===== src/rtl/uart_channel_arbiter.sv =====
// UART channel ownership arbiter in front of the SPI bootloader.
// The first UART channel to deliver a byte owns the bootloader until it stays
// idle for TIMEOUT_CYCLES or a break is seen. Replies go only to the owner and
// the other channel's bytes are dropped. Breaks from either channel become a
// registered bootloader reset.
// Optional build macro UART_ARB_STATS_EN adds the drop_count output.
//
// state     | meaning
// ----------+-------------------------------------------------------------
// ST_IDLE   | no owner; first byte claims the bootloader, replies broadcast
// ST_LOCKED | owner_q owns the bootloader; non-owner bytes are discarded
module uart_channel_arbiter #(
    parameter int unsigned TIMEOUT_CYCLES = 12000000
) (
    input  logic       clk,
    input  logic       reset,
    input  logic       ch0_rx_valid,
    input  logic [7:0] ch0_rx_data,
    output logic       ch0_rx_ready,
    input  logic       ch0_rx_break,
    output logic       ch0_tx_valid,
    output logic [7:0] ch0_tx_data,
    input  logic       ch0_tx_ready,
    input  logic       ch1_rx_valid,
    input  logic [7:0] ch1_rx_data,
    output logic       ch1_rx_ready,
    input  logic       ch1_rx_break,
    output logic       ch1_tx_valid,
    output logic [7:0] ch1_tx_data,
    input  logic       ch1_tx_ready,
    output logic       bl_in_valid,
    output logic [7:0] bl_in_data,
    input  logic       bl_in_ready,
    input  logic       bl_out_valid,
    input  logic [7:0] bl_out_data,
    output logic       bl_out_ready,
    output logic       bl_reset,
    output logic       locked,
`ifdef UART_ARB_STATS_EN
    output logic [7:0] drop_count,
`endif
    output logic       owner
);

    // Width of 1 when the timeout is disabled so the (unused) timer stays legal.
    localparam int unsigned CNT_W = (TIMEOUT_CYCLES > 0) ? $clog2(TIMEOUT_CYCLES + 1) : 1;
    localparam logic [CNT_W-1:0] TIMER_LOAD =
        (TIMEOUT_CYCLES > 0) ? CNT_W'(TIMEOUT_CYCLES - 1) : '0;

    typedef enum logic [0:0] {ST_IDLE, ST_LOCKED} state_t;

    state_t           state_q, state_d;
    logic             owner_q, owner_d;
    logic             buf_valid_q, buf_valid_d;
    logic [7:0]       buf_data_q, buf_data_d;
    logic [CNT_W-1:0] timer_q, timer_d;
    logic             bl_reset_q, bl_reset_d;

    logic       brk;
    logic       free;
    logic       is_locked;
    logic       sel_ch1;
    logic       acc_xfer;
    logic [7:0] acc_data;
    logic       drop;
    logic       bcast;
    logic       bl_out_xfer;

    // Ready generation, channel selection and reply routing.
    always_comb begin
        brk       = ch0_rx_break | ch1_rx_break;
        free      = !buf_valid_q | bl_in_ready;
        is_locked = (state_q == ST_LOCKED);
        sel_ch1   = is_locked ? owner_q : (!ch0_rx_valid & ch1_rx_valid);

        ch0_rx_ready = 1'b0;
        ch1_rx_ready = 1'b0;
        if (!brk) begin
            if (is_locked) begin
                ch0_rx_ready = owner_q ? 1'b1 : free;
                ch1_rx_ready = owner_q ? free : 1'b1;
            end else begin
                ch0_rx_ready = free & !sel_ch1;
                ch1_rx_ready = free & sel_ch1;
            end
        end

        acc_xfer = sel_ch1 ? (ch1_rx_valid & ch1_rx_ready) : (ch0_rx_valid & ch0_rx_ready);
        acc_data = sel_ch1 ? ch1_rx_data : ch0_rx_data;
        drop     = is_locked & !brk & (owner_q ? ch0_rx_valid : ch1_rx_valid);

        // Broadcast only when both transmitters can take the byte together.
        bcast = bl_out_valid & ch0_tx_ready & ch1_tx_ready;
        if (is_locked) begin
            ch0_tx_valid = bl_out_valid & !owner_q;
            ch1_tx_valid = bl_out_valid & owner_q;
            bl_out_ready = owner_q ? ch1_tx_ready : ch0_tx_ready;
        end else begin
            ch0_tx_valid = bcast;
            ch1_tx_valid = bcast;
            bl_out_ready = bcast;
        end
        ch0_tx_data = bl_out_data;
        ch1_tx_data = bl_out_data;
        bl_out_xfer = bl_out_valid & bl_out_ready;
    end

    // Next-state: ownership, input buffer, idle timer and break handling.
    always_comb begin
        state_d     = state_q;
        owner_d     = owner_q;
        buf_valid_d = buf_valid_q & !bl_in_ready;
        buf_data_d  = buf_data_q;
        timer_d     = timer_q;
        bl_reset_d  = brk;
        if (brk) begin
            state_d     = ST_IDLE;
            buf_valid_d = 1'b0;
            timer_d     = '0;
        end else begin
            if (acc_xfer) begin
                buf_valid_d = 1'b1;
                buf_data_d  = acc_data;
            end
            if (!is_locked) begin
                if (acc_xfer) begin
                    state_d = ST_LOCKED;
                    owner_d = sel_ch1;
                    timer_d = TIMER_LOAD;
                end
            end else if (acc_xfer || bl_out_xfer) begin
                timer_d = TIMER_LOAD;
            end else if (TIMEOUT_CYCLES != 0) begin
                // Timeout releases ownership; a buffered byte is still delivered.
                if (timer_q == '0) begin
                    state_d = ST_IDLE;
                end else begin
                    timer_d = timer_q - CNT_W'(1);
                end
            end
        end
    end

    // State and registered outputs.
    always_ff @(posedge clk or posedge reset) begin
        if (reset) begin
            state_q     <= ST_IDLE;
            owner_q     <= 1'b0;
            buf_valid_q <= 1'b0;
            buf_data_q  <= 8'h00;
            timer_q     <= '0;
            bl_reset_q  <= 1'b0;
        end else begin
            state_q     <= state_d;
            owner_q     <= owner_d;
            buf_valid_q <= buf_valid_d;
            buf_data_q  <= buf_data_d;
            timer_q     <= timer_d;
            bl_reset_q  <= bl_reset_d;
        end
    end

    assign bl_in_valid = buf_valid_q;
    assign bl_in_data  = buf_data_q;
    assign bl_reset    = bl_reset_q;
    assign locked      = (state_q == ST_LOCKED);
    assign owner       = owner_q;

`ifdef UART_ARB_STATS_EN
    logic [7:0] drop_count_q, drop_count_d;

    // Saturating count of discarded non-owner bytes, cleared by break.
    always_comb begin
        drop_count_d = drop_count_q;
        if (brk) begin
            drop_count_d = 8'h00;
        end else if (drop && drop_count_q != 8'hFF) begin
            drop_count_d = drop_count_q + 8'h01;
        end
    end

    // Drop counter register.
    always_ff @(posedge clk or posedge reset) begin
        if (reset) begin
            drop_count_q <= 8'h00;
        end else begin
            drop_count_q <= drop_count_d;
        end
    end

    assign drop_count = drop_count_q;
`endif

endmodule


===== config.mk =====
export PLATFORM = sky130hd
export DESIGN_NAME = uart_channel_arbiter
export DESIGN_NICKNAME = d
export VERILOG_FILES = /design/src/rtl/uart_channel_arbiter.sv
export SDC_FILE = /design/constraint.sdc
export NUM_CORES = 1
export LEC_CHECK = 0
export BUFFER_PORTS_ARGS = -buffer_cell sky130_fd_sc_hd__buf_2
export CORE_MARGIN = 2
export CORE_UTILIZATION = 56
export DETAILED_ROUTE_END_ITERATION = 7
export GPL_TIMING_DRIVEN = 0
export PLACE_DENSITY = 0.83
export SETUP_SLACK_MARGIN = 0.15
export SYNTH_ARGS = -nofsm -noshare
export SYNTH_HDL_FRONTEND = slang
export SYNTH_SLANG_ARGS = --single-unit

===== constraint.sdc =====
create_clock -name clk -period 5.9 [get_ports clk]
set_input_delay 1.18 -clock clk [delete_from_list [all_inputs] [get_ports clk]]
set_output_delay 1.18 -clock clk [all_outputs]
set_load 0.005 [all_outputs]

# Word level (Yosys, flattened, before mapping)
# Index checks and enable logic that the tools add are counted.
dict set report word_totals {
  reg_bits 36
  output_inout_bits 33
  word_cells 59
}
dict set report op_classes {
  add_sub_neg 1
  n_eq_ne 1
  n_mux 25
  n_bitwise 15
  n_reduce_logical 11
}
# op n
set op_table {}
lappend op_table {{$mux 24} 5}
lappend op_table {{$logic_not 24->1} 1}
lappend op_table {{$sub 24x1->24 const B} 1}
lappend op_table {{$mux 1} 19}
lappend op_table {{$and 1x1->1} 11}
lappend op_table {{$mux 8} 1}
lappend op_table {{$logic_not 1->1} 5}
lappend op_table {{$ne 4x4->1 const B} 1}
lappend op_table {{$reduce_and 2->1} 2}
lappend op_table {{$reduce_and 3->1} 1}
lappend op_table {{$reduce_bool 3->1} 1}
lappend op_table {{$not 1->1} 2}
lappend op_table {{$or 1x1->1} 2}
lappend op_table {{$logic_or 1x1->1} 1}

# Longest topological paths before layout
# Gate-level depths: netlist (run 1).
dict set report depth {
  ltp_word 13
  mapped_depth 9
  ltp_nobuf 8
}

# Least setup slack after synthesis (run 1)
# OpenSTA, ideal clock, no wires.
dict set report synth_timing {
  kind {input to output}
  startpoint {in ch1_rx_break}
  endpoint {out ch0_rx_ready}
  t_arrival_ns 2.041
  required_time_ns 4.720
  setup_slack_ns 2.679
  cell_stages 5
  n_path_buf 2
  cell_sequence {nor2_1 > clkbuf_1 > inv_1 > buf_1 > a21oi_1}
}
dict set report synth_via {
  elab_chain_cells 2
}
# item line_no
set synth_rtl {}
lappend synth_rtl {{start, declared} 27} ;# input logic ch1_rx_break,
lappend synth_rtl {{$or 1x1->1} 71} ;# brk = ch0_rx_break | ch1_rx_break;
lappend synth_rtl {{net bl_reset_d} 57} ;# logic bl_reset_q, bl_reset_d;
lappend synth_rtl {{$mux 1} 78} ;# if (!brk) begin
lappend synth_rtl {{end, declared} 19} ;# output logic ch0_rx_ready,
# The timed path passes the listed nets, and every way through them passes these cells.

# Worst setup path after layout (run 1)
dict set report layout_timing {
  startpoint {in ch1_rx_break}
  endpoint {out ch1_rx_ready}
}
dict set report layout_via {
  elab_chain_cells 2
}
# item line_no
set layout_rtl {}
lappend layout_rtl {{$or 1x1->1} 71}
lappend layout_rtl {{net bl_reset_d} 57}
lappend layout_rtl {{$mux 1} 78}
lappend layout_rtl {{end, declared} 26} ;# output logic ch1_rx_ready,
# The timed path passes the listed nets, and every way through them passes these cells.

==> results.toml, run 1 <==
[yosys]
synth_cell_types = 61
yosysTopAreaCell = "dfrtp_1"
synth_area_leaders = "dfrtp_1 (39%), a21oi_1 (6.0%), buf_4 (5.5%)"
async_flop_share = 1.000
synth.top_cell.area_share = 0.3869
synthFlopType = "dfrtp_1"
avgSynthCellArea_um2 = 9.060
mappedNetlistNets = 293
ys_seq_elements = 36
synth_edf_count = 0
syn_inst = 257
synth_area_um2 = 2328
yosysWarnings = 0
ys_seq_area_frac = 0.3869

[clocking]
ctsHoldBuffers = 0
cts_setup_buffers = 0
cts_resized = 0
cts_max_level = 2
root_buffer = "clkbuf_8"
clk_pin_slew_ns = 0.07
cts_made_buffers = 5
clk_path_buf_depth = 2
clk_latency_ns = 0.28
clock-sinks = 36
cts_tree = "done"

[timing]
finalSetupTns_ns = 0
drv_slew = 0
finalCritPeriodShare = 0.6352
max_freq_mhz = 266.8
rsz0062_at_grt = "false"
worst_pin_slew_ns = 0.7968
hold_ws_ns = 0.4954
setup_viol = 0
layout_min_cycle_time_ns = 3.748
hold_violations = 0
fin_skew_ns = 0.006116
maxSlewHeadroom = 0.4688

[placement]
routabilityCongestion = 0.8789
io_buffers = 57
hpwl_mm = 4.207

[finish]
finalNetCount = 357
diodes = 0
final_common_cell = "buf_2"
drive_above_1_share = 0.3022
layout_common_cells = "buf_2 (59), dfrtp_1 (36), a21oi_1 (28)"
area_delta_synth_final_pct = 19.08

[power]
internal_power_mw = 0.4587
p_comb_frac = 0.282
power.total_mw = 0.6725
sw_frac_of_total = 0.3180
power.density_nw_per_um2 = 242.6
power_leakage_nw = 1.293
max-vdd-ir-drop_mv = 0.1655
p_seq_frac = 0.435
switchingPower_mw = 0.2138
clkPwrFrac = 0.283

[detailed_routing]
first_pass_iters = 4
wl_per_cell_um = 15.41
drt_iter0_drc = 183
drc_errors = 0
dr_total_vias = 2209
via_per_inst = 5.954
postRouteAntennaNets = 0
routed_wl_mm = 5.716

[worst_hold_path]
whs_path_depth = 1
worstHoldStart = "timer_q[14]"
hold_path_class = "reg -> reg"
min_to = "timer_q[14]"

[outcome]
status = "complete, no violations"

[setup_path]
crit_arrival_ns = 2.57
crit_type = "in -> out"
r2r_cells = 9
rrSetupSlack_ns = 3.17
worstPathMaxFanout = 10
required_ns = 4.72
endpoint_kind = "primary output"
rr_endpoint = "timer_q[8]"
start_kind = "primary input"
r2r_start = "timer_q[17]"

[global_routing]
first_global_vias = 1960
grt_max_degree = 37
antenna_found_initial = 0
track_usage = 0.2521
grt_overflow_total = 0
grt_pass1_wl_mm = 8.873

[flow_run]
cap_violations = 0

[die]
die_h_um = 68.48
initial_core_util = 0.5821
rows = 23
fp.dieW_um = 68.48
die_area_um2 = 4690
coreArea_um2 = 4000
io_pins = 67
power groups by stage:
stage | logic (mW) | clock network [mW] | registers (mW)
floorplan | 0.129 | 0 | 0.295
global route | 0.212 | 0.203 | 0.296
finish | 0.190 | 0.190 | 0.292
CTS | 0.189 | 0.192 | 0.292
detailed placement | 0.188 | 0 | 0.296
global placement | 0.184 | 0 | 0.295
layer usage:
| layer | track usage | wire length, µm | vias to the layer above |
|---|---|---|---|
| li1 | - | - | 1068 |
| met1 | 0.3382 | 2473 | 1049 |
| met2 | 0.4063 | 2843 | 80 |
| met3 | 0.04441 | 299 | 12 |
| met4 | 0.09000 | 99 | 0 |
| met5 | 0 | 0 | - |
kinds of logic after synthesis:
kind of cell | after synthesis | share of synthesized area
and+or+nand+nor | 83 | 0.2176
AOI/OAI and AO/OA | 88 | 0.2488
DFF | 36 | 0.3869
xor gates and xnor gates | 1 | 0.003762
adders and majority gates | 2 | 0.01075
buffers and inverters | 38 | 0.09296
muxes | 9 | 0.03923
state kept, by name, summed over array words and instances (netlist names):
name and count:
bl_in_data 8, bl_in_valid 1, bl_reset 1, locked 1
owner 1, timer_q 24
worst max-delay path: stages:
cell,delay [ns]
buf_2,0.09
nor2_1,0.13
clkbuf_1,0.38
inv_1,0.20
buf_1,0.28
a21oi_1,0.17
buf_2,0.13
layout make-up:
class	count	area [µm²]
Sequential cell	36	900.9
Multi-Input combinational cell	183	1211
Tap cell	50	62.56
Buffer	29	182.7
Fill cell	306	1227
Timing Repair Buffer	57	285.3
Inverter	9	33.78
Clock buffer	7	96.34
worst max path at each step:
stage	to	cells past startpoint	start	slack, ns
2_1_floorplan	ch0_rx_ready	5	ch1_rx_break	2.68
3_3_place_gp	ch1_rx_ready	7	ch1_rx_break	2.14
3_5_place_dp	ch0_rx_ready	7	ch1_rx_break	2.16
4_1_cts	ch1_rx_ready	7	ch1_rx_break	2.15
5_1_grt	ch1_rx_ready	7	ch1_rx_break	1.95
6_report	ch1_rx_ready	7	ch1_rx_break	2.15
synthesized netlist by cell type (all sizes together), types with 3 or more instances:
library cell / count
dfrtp: 36
a21oi: 28
nor2: 24
buf: 22
o21ai: 20
nand2: 13
inv: 9
mux2i: 8
clkbuf: 7
nand3: 7
a31oi: 6
nor3: 6
nor4: 6
or4: 5
a21boi: 4
a311oi: 4
a32o: 4
nand2b: 4
nand4: 4
or3: 3
metrics by stage:
stage               instances  setup WS [ns]    util  instance area (µm²)
global route              371          1.945  0.6932                 2773
CTS                       371          2.149  0.6932                 2773
detailed placement        364          2.162  0.6691                 2676
finish                    371          2.152  0.6932                 2773
floorplan                 257          2.679       -                 2328
global placement          364          2.137  0.6691                 2676
No activity file was read; power rests on OpenSTA's default activity.
==> inputs of run 2 (changes only) <==
Settings changed: CORE_UTILIZATION 56 to 47, PLACE_DENSITY 0.83 to 0.74.
Clock period 5.9 ns to 3.2 ns, I/O delays scaled along.
==> results.toml, run 2 (synthesis results as in run 1) <==
[timing]
setup_slack_ns = 0.4682
finalSetupTns_ns = 0
rsz0062_at_grt = "false"
maxSlewHeadroom = 0.5250
max_freq_mhz = 366.1
layout_min_cycle_time_ns = 2.732
finalCritPeriodShare = 0.8537
hold_ws_ns = 0.4071
fin_skew_ns = 0.007118
worst_pin_slew_ns = 0.7060
drv_slew = 0
hold_violations = 0
setup_viol = 0

[power]
power.density_nw_per_um2 = 437.6
power.total_mw = 1.235
power_leakage_nw = 1.300
max-vdd-ir-drop_mv = 0.2989

[worst_hold_path]
hold_path_class = "in -> async"

[placement]
dp_slack_ns = 0.2903
io_buffers = 57
routabilityCongestion = 0.8575
hpwl_mm = 4.197

[finish]
finalNetCount = 358
regMostFlops = "timer_q"
area_delta_synth_final_pct = 21.23
largest_reg_flops = 24
seq_area_um2 = 900.9
drive_above_1_share = 0.3034
final_common_cell = "buf_2"
final_core_util = 0.5937
layout_common_cells = "buf_2 (59), dfrtp_1 (36), a21oi_1 (28)"
multiInputGateArea_um2 = 1211
num-fill-cells = 432
diodes = 0

[clocking]
cts_setup_buffers = 0
root_buffer = "clkbuf_8"
ctsHoldBuffers = 0
cts_tree = "done"
cts_resized = 0
clk_pin_slew_ns = 0.08
clk_latency_ns = 0.29
cts_made_buffers = 5
cts_max_level = 2
clk_path_buf_depth = 2
clock-sinks = 36

[setup_path]
crit_arrival_ns = 2.09
crit_type = "in -> out"
required_ns = 2.56
start_kind = "primary input"
worstPathMaxFanout = 10
endpoint_kind = "primary output"

[detailed_routing]
drc_errors = 0
wl_per_cell_um = 14.28
routed_wl_mm = 5.569
dr_total_vias = 2213
first_pass_iters = 4
drt_iter0_drc = 197
via_per_inst = 5.674
postRouteAntennaNets = 0

[outcome]
status = "complete, no violations"

[global_routing]
first_global_vias = 1948
grt_pass1_wl_mm = 8.990
grt_max_degree = 24
track_usage = 0.2085
antenna_found_initial = 0
grt_overflow_total = 0

[die]
io_pins = 67
initial_core_util = 0.4897
die_h_um = 74.39
rows = 25
die_area_um2 = 5533
fp.dieW_um = 74.39
coreArea_um2 = 4755

[flow_run]
cap_violations = 0
-- run 2: cell types whose count changed in the layout (fill, tap and decap cells not counted), sizes merged --
| cell | before | now |
|---|---|---|
| clkinvlp | 0 | 2 |
| clkbuf | 14 | 13 |
| buf | 79 | 80 |
-- run 2: path summary, 6_finish.rpt --
| path | from | to | slack (ns) | cells after the start |
|---|---|---|---|---|
| worst max-delay path | ch1_rx_break | ch0_rx_ready | 0.47 | 7 |
| worst min-delay path | reset | bl_in_data[3] | 0.41 | 2 |
| worst max register to register | timer_q[17] | timer_q[14] | 0.48 | 9 |
| worst min register to register | timer_q[14] | timer_q[14] | 0.48 | 1 |
| max in group asynchronous | reset | timer_q[17] | 2.26 | 3 |
| min in group clk | timer_q[14] | timer_q[14] | 0.48 | 1 |
-- run 2: cell type report --
type,instances,share of cell area
multi-input cells,183,0.4291
flip-flops and latches,36,0.3191
repair buffers,58,0.1108
plain buffers,29,0.06472
well taps,67,0.02970
clock buffers,6,0.02926
inverters,9,0.01197
clock inverters,2,0.005319
-- run 2: through the flow --
stage	cell area, µm²	instances
global placement	2698	381
floorplan	2328	257
finish	2823	390
CTS	2823	390
detailed placement	2725	382
global route	2823	390
-- run 2: routing by layer --
metal | vias up | global-route usage | share of wire
li1 | 1075 | - | -
met1 | 1060 | 0.2822 | 0.44
met2 | 71 | 0.3373 | 0.49
met3 | 7 | 0.03388 | 0.062
met4 | 0 | 0.07738 | 0.011
met5 | - | 0 | 0
-- run 2: critical path, stage by stage --
cell and delay, ns:
buf_2 0.10, nor2_1 0.12, clkbuf_1 0.40, inv_1 0.20, buf_1 0.30, a21oi_1 0.19
buf_2 0.13
-- run 2: report_power, final --
group          switching [mW]  leakage, nW  internal (mW)  total [mW]
Combinational           0.191        0.796          0.158       0.349
Clock                   0.175       0.0434          0.174       0.349
Sequential             0.0389        0.461          0.499       0.537
==> inputs of run 3 (changes only) <==
Settings changed: CTS_BUF_LIST set to sky130_fd_sc_hd__clkbuf_8 sky130_fd_sc_hd__clkbuf_16, RECOVER_POWER set to 50.
==> results.toml, run 3 (synthesis results as in run 1) <==
[power]
p_seq_frac = 0.437
sw_frac_of_total = 0.3311
clkPwrFrac = 0.286
switchingPower_mw = 0.4077
power.total_mw = 1.231
internal_power_mw = 0.8236
max-vdd-ir-drop_mv = 0.2983
p_comb_frac = 0.278
power_leakage_nw = 1.270
power.density_nw_per_um2 = 441.3

[setup_path]
start_kind = "flop"
required_ns = 3.42
cpPeakStageDelay_ns = 0.64
crit_family = "simple AND/OR/NAND/NOR gates"
endpoint_kind = "flop"
crit_arrival_ns = 2.99
cp_slowest_cell = "nor4_1"
critPathBufInv = 3
worstPathMaxFanout = 10
crit_type = "reg -> reg"
worstPathCellList = "clkbuf_1, nor4_1, and2_1, and4b_1, buf_4, nor4_1, clkbuf_1, o41ai_1, a31oi_1"

[timing]
maxSlewHeadroom = 0.1243
drv_slew = 0
hold_violations = 0
finalCritPeriodShare = 0.8631
layout_min_cycle_time_ns = 2.762
worst_pin_slew_ns = 1.314
finalSetupTns_ns = 0
fin_skew_ns = 0.009247
max_freq_mhz = 362.1
rsz0062_at_grt = "false"
setup_viol = 0

[finish]
regMostFlops = "timer_q"
largest_reg_flops = 24
final_common_cell = "buf_2"
layout_common_cells = "buf_2 (52), dfrtp_1 (36), a21oi_1 (28)"
diodes = 0
area_delta_synth_final_pct = 19.83
fin_cells = 390
finalNetCount = 358
drive_above_1_share = 0.2786

[placement]
place_inst = 382
hpwl_mm = 4.197
routabilityCongestion = 0.8575
io_buffers = 57

[clocking]
cts_tree = "done"
cts_max_level = 2
clk_path_buf_depth = 2
cts_made_buffers = 5
ctsHoldBuffers = 0
cts_resized = 0
clk_pin_slew_ns = 0.08
clock-sinks = 36
clk_latency_ns = 0.29
root_buffer = "clkbuf_8"
cts_setup_buffers = 0

[global_routing]
grt_pass1_wl_mm = 8.990
track_usage = 0.2085
grt_max_degree = 24
first_global_vias = 1948
antenna_found_initial = 0
grt_overflow_total = 0

[detailed_routing]
drt_iter0_drc = 214
first_pass_iters = 5
postRouteAntennaNets = 0
via_per_inst = 5.708
drc_errors = 0
routed_wl_mm = 5.605
dr_total_vias = 2226
wl_per_cell_um = 14.37

[flow_run]
cap_violations = 0

[die]
fp.dieW_um = 74.39
initial_core_util = 0.4897
die_h_um = 74.39
die_area_um2 = 5533
coreArea_um2 = 4755
io_pins = 67
rows = 25

[outcome]
status = "complete, no violations"

[worst_hold_path]
hold_path_class = "in -> async"
## run 3: metal layers
layer	share of wire	GRT usage	vias to the layer above
met2	0.48	0.3373	80
met1	0.44	0.2822	1064
met4	0.013	0.07738	0
met5	0	0	-
met3	0.059	0.03388	9
li1	-	-	1073
## run 3: layout make-up
| class | count | area (µm²) |
|---|---|---|
| plain buffers | 29 | 182.7 |
| clock buffers | 6 | 82.58 |
| clock inverters | 2 | 15.01 |
| fillers | 443 | 1964 |
| inverters | 9 | 33.78 |
| multi-input cells | 183 | 1211 |
| flip-flops and latches | 36 | 900.9 |
| well taps | 67 | 83.83 |
| repair buffers | 58 | 280.3 |
## run 3: worst paths after layout
path                        startpoint     endpoint  slack (ns)  depth (start not counted)
min in group clk           timer_q[14]  timer_q[14]        0.48                          1
min                              reset  timer_q[14]        0.36                          2
max                        timer_q[17]  timer_q[14]        0.44                          9
max in group asynchronous        reset  bl_in_valid        1.25                          3
min reg2reg                timer_q[14]  timer_q[14]        0.48                          1
max reg2reg                timer_q[17]  timer_q[14]        0.44                          9
## run 3: metrics by stage
stage	util	worst slack (ns)	hold WS, ns	area, µm²
2_1_floorplan	-	0.8223	0.4435	2328
3_3_place_gp	0.5674	0.3185	0.4649	2698
3_5_place_dp	0.5732	0.2903	0.4751	2725
4_1_cts	0.5937	0.4490	0.4249	2823
5_1_grt	0.5868	0.2234	0.4112	2790
6_report	0.5868	0.4382	0.3649	2790
## run 3: power by group through the flow
stage | Combinational (mW) | Sequential [mW] | Clock [mW]
after global placement | 0.339 | 0.545 | 0
final | 0.342 | 0.538 | 0.352
after floorplan | 0.237 | 0.543 | 0
after detailed placement | 0.349 | 0.546 | 0
after global routing | 0.382 | 0.545 | 0.376
after CTS | 0.350 | 0.537 | 0.357
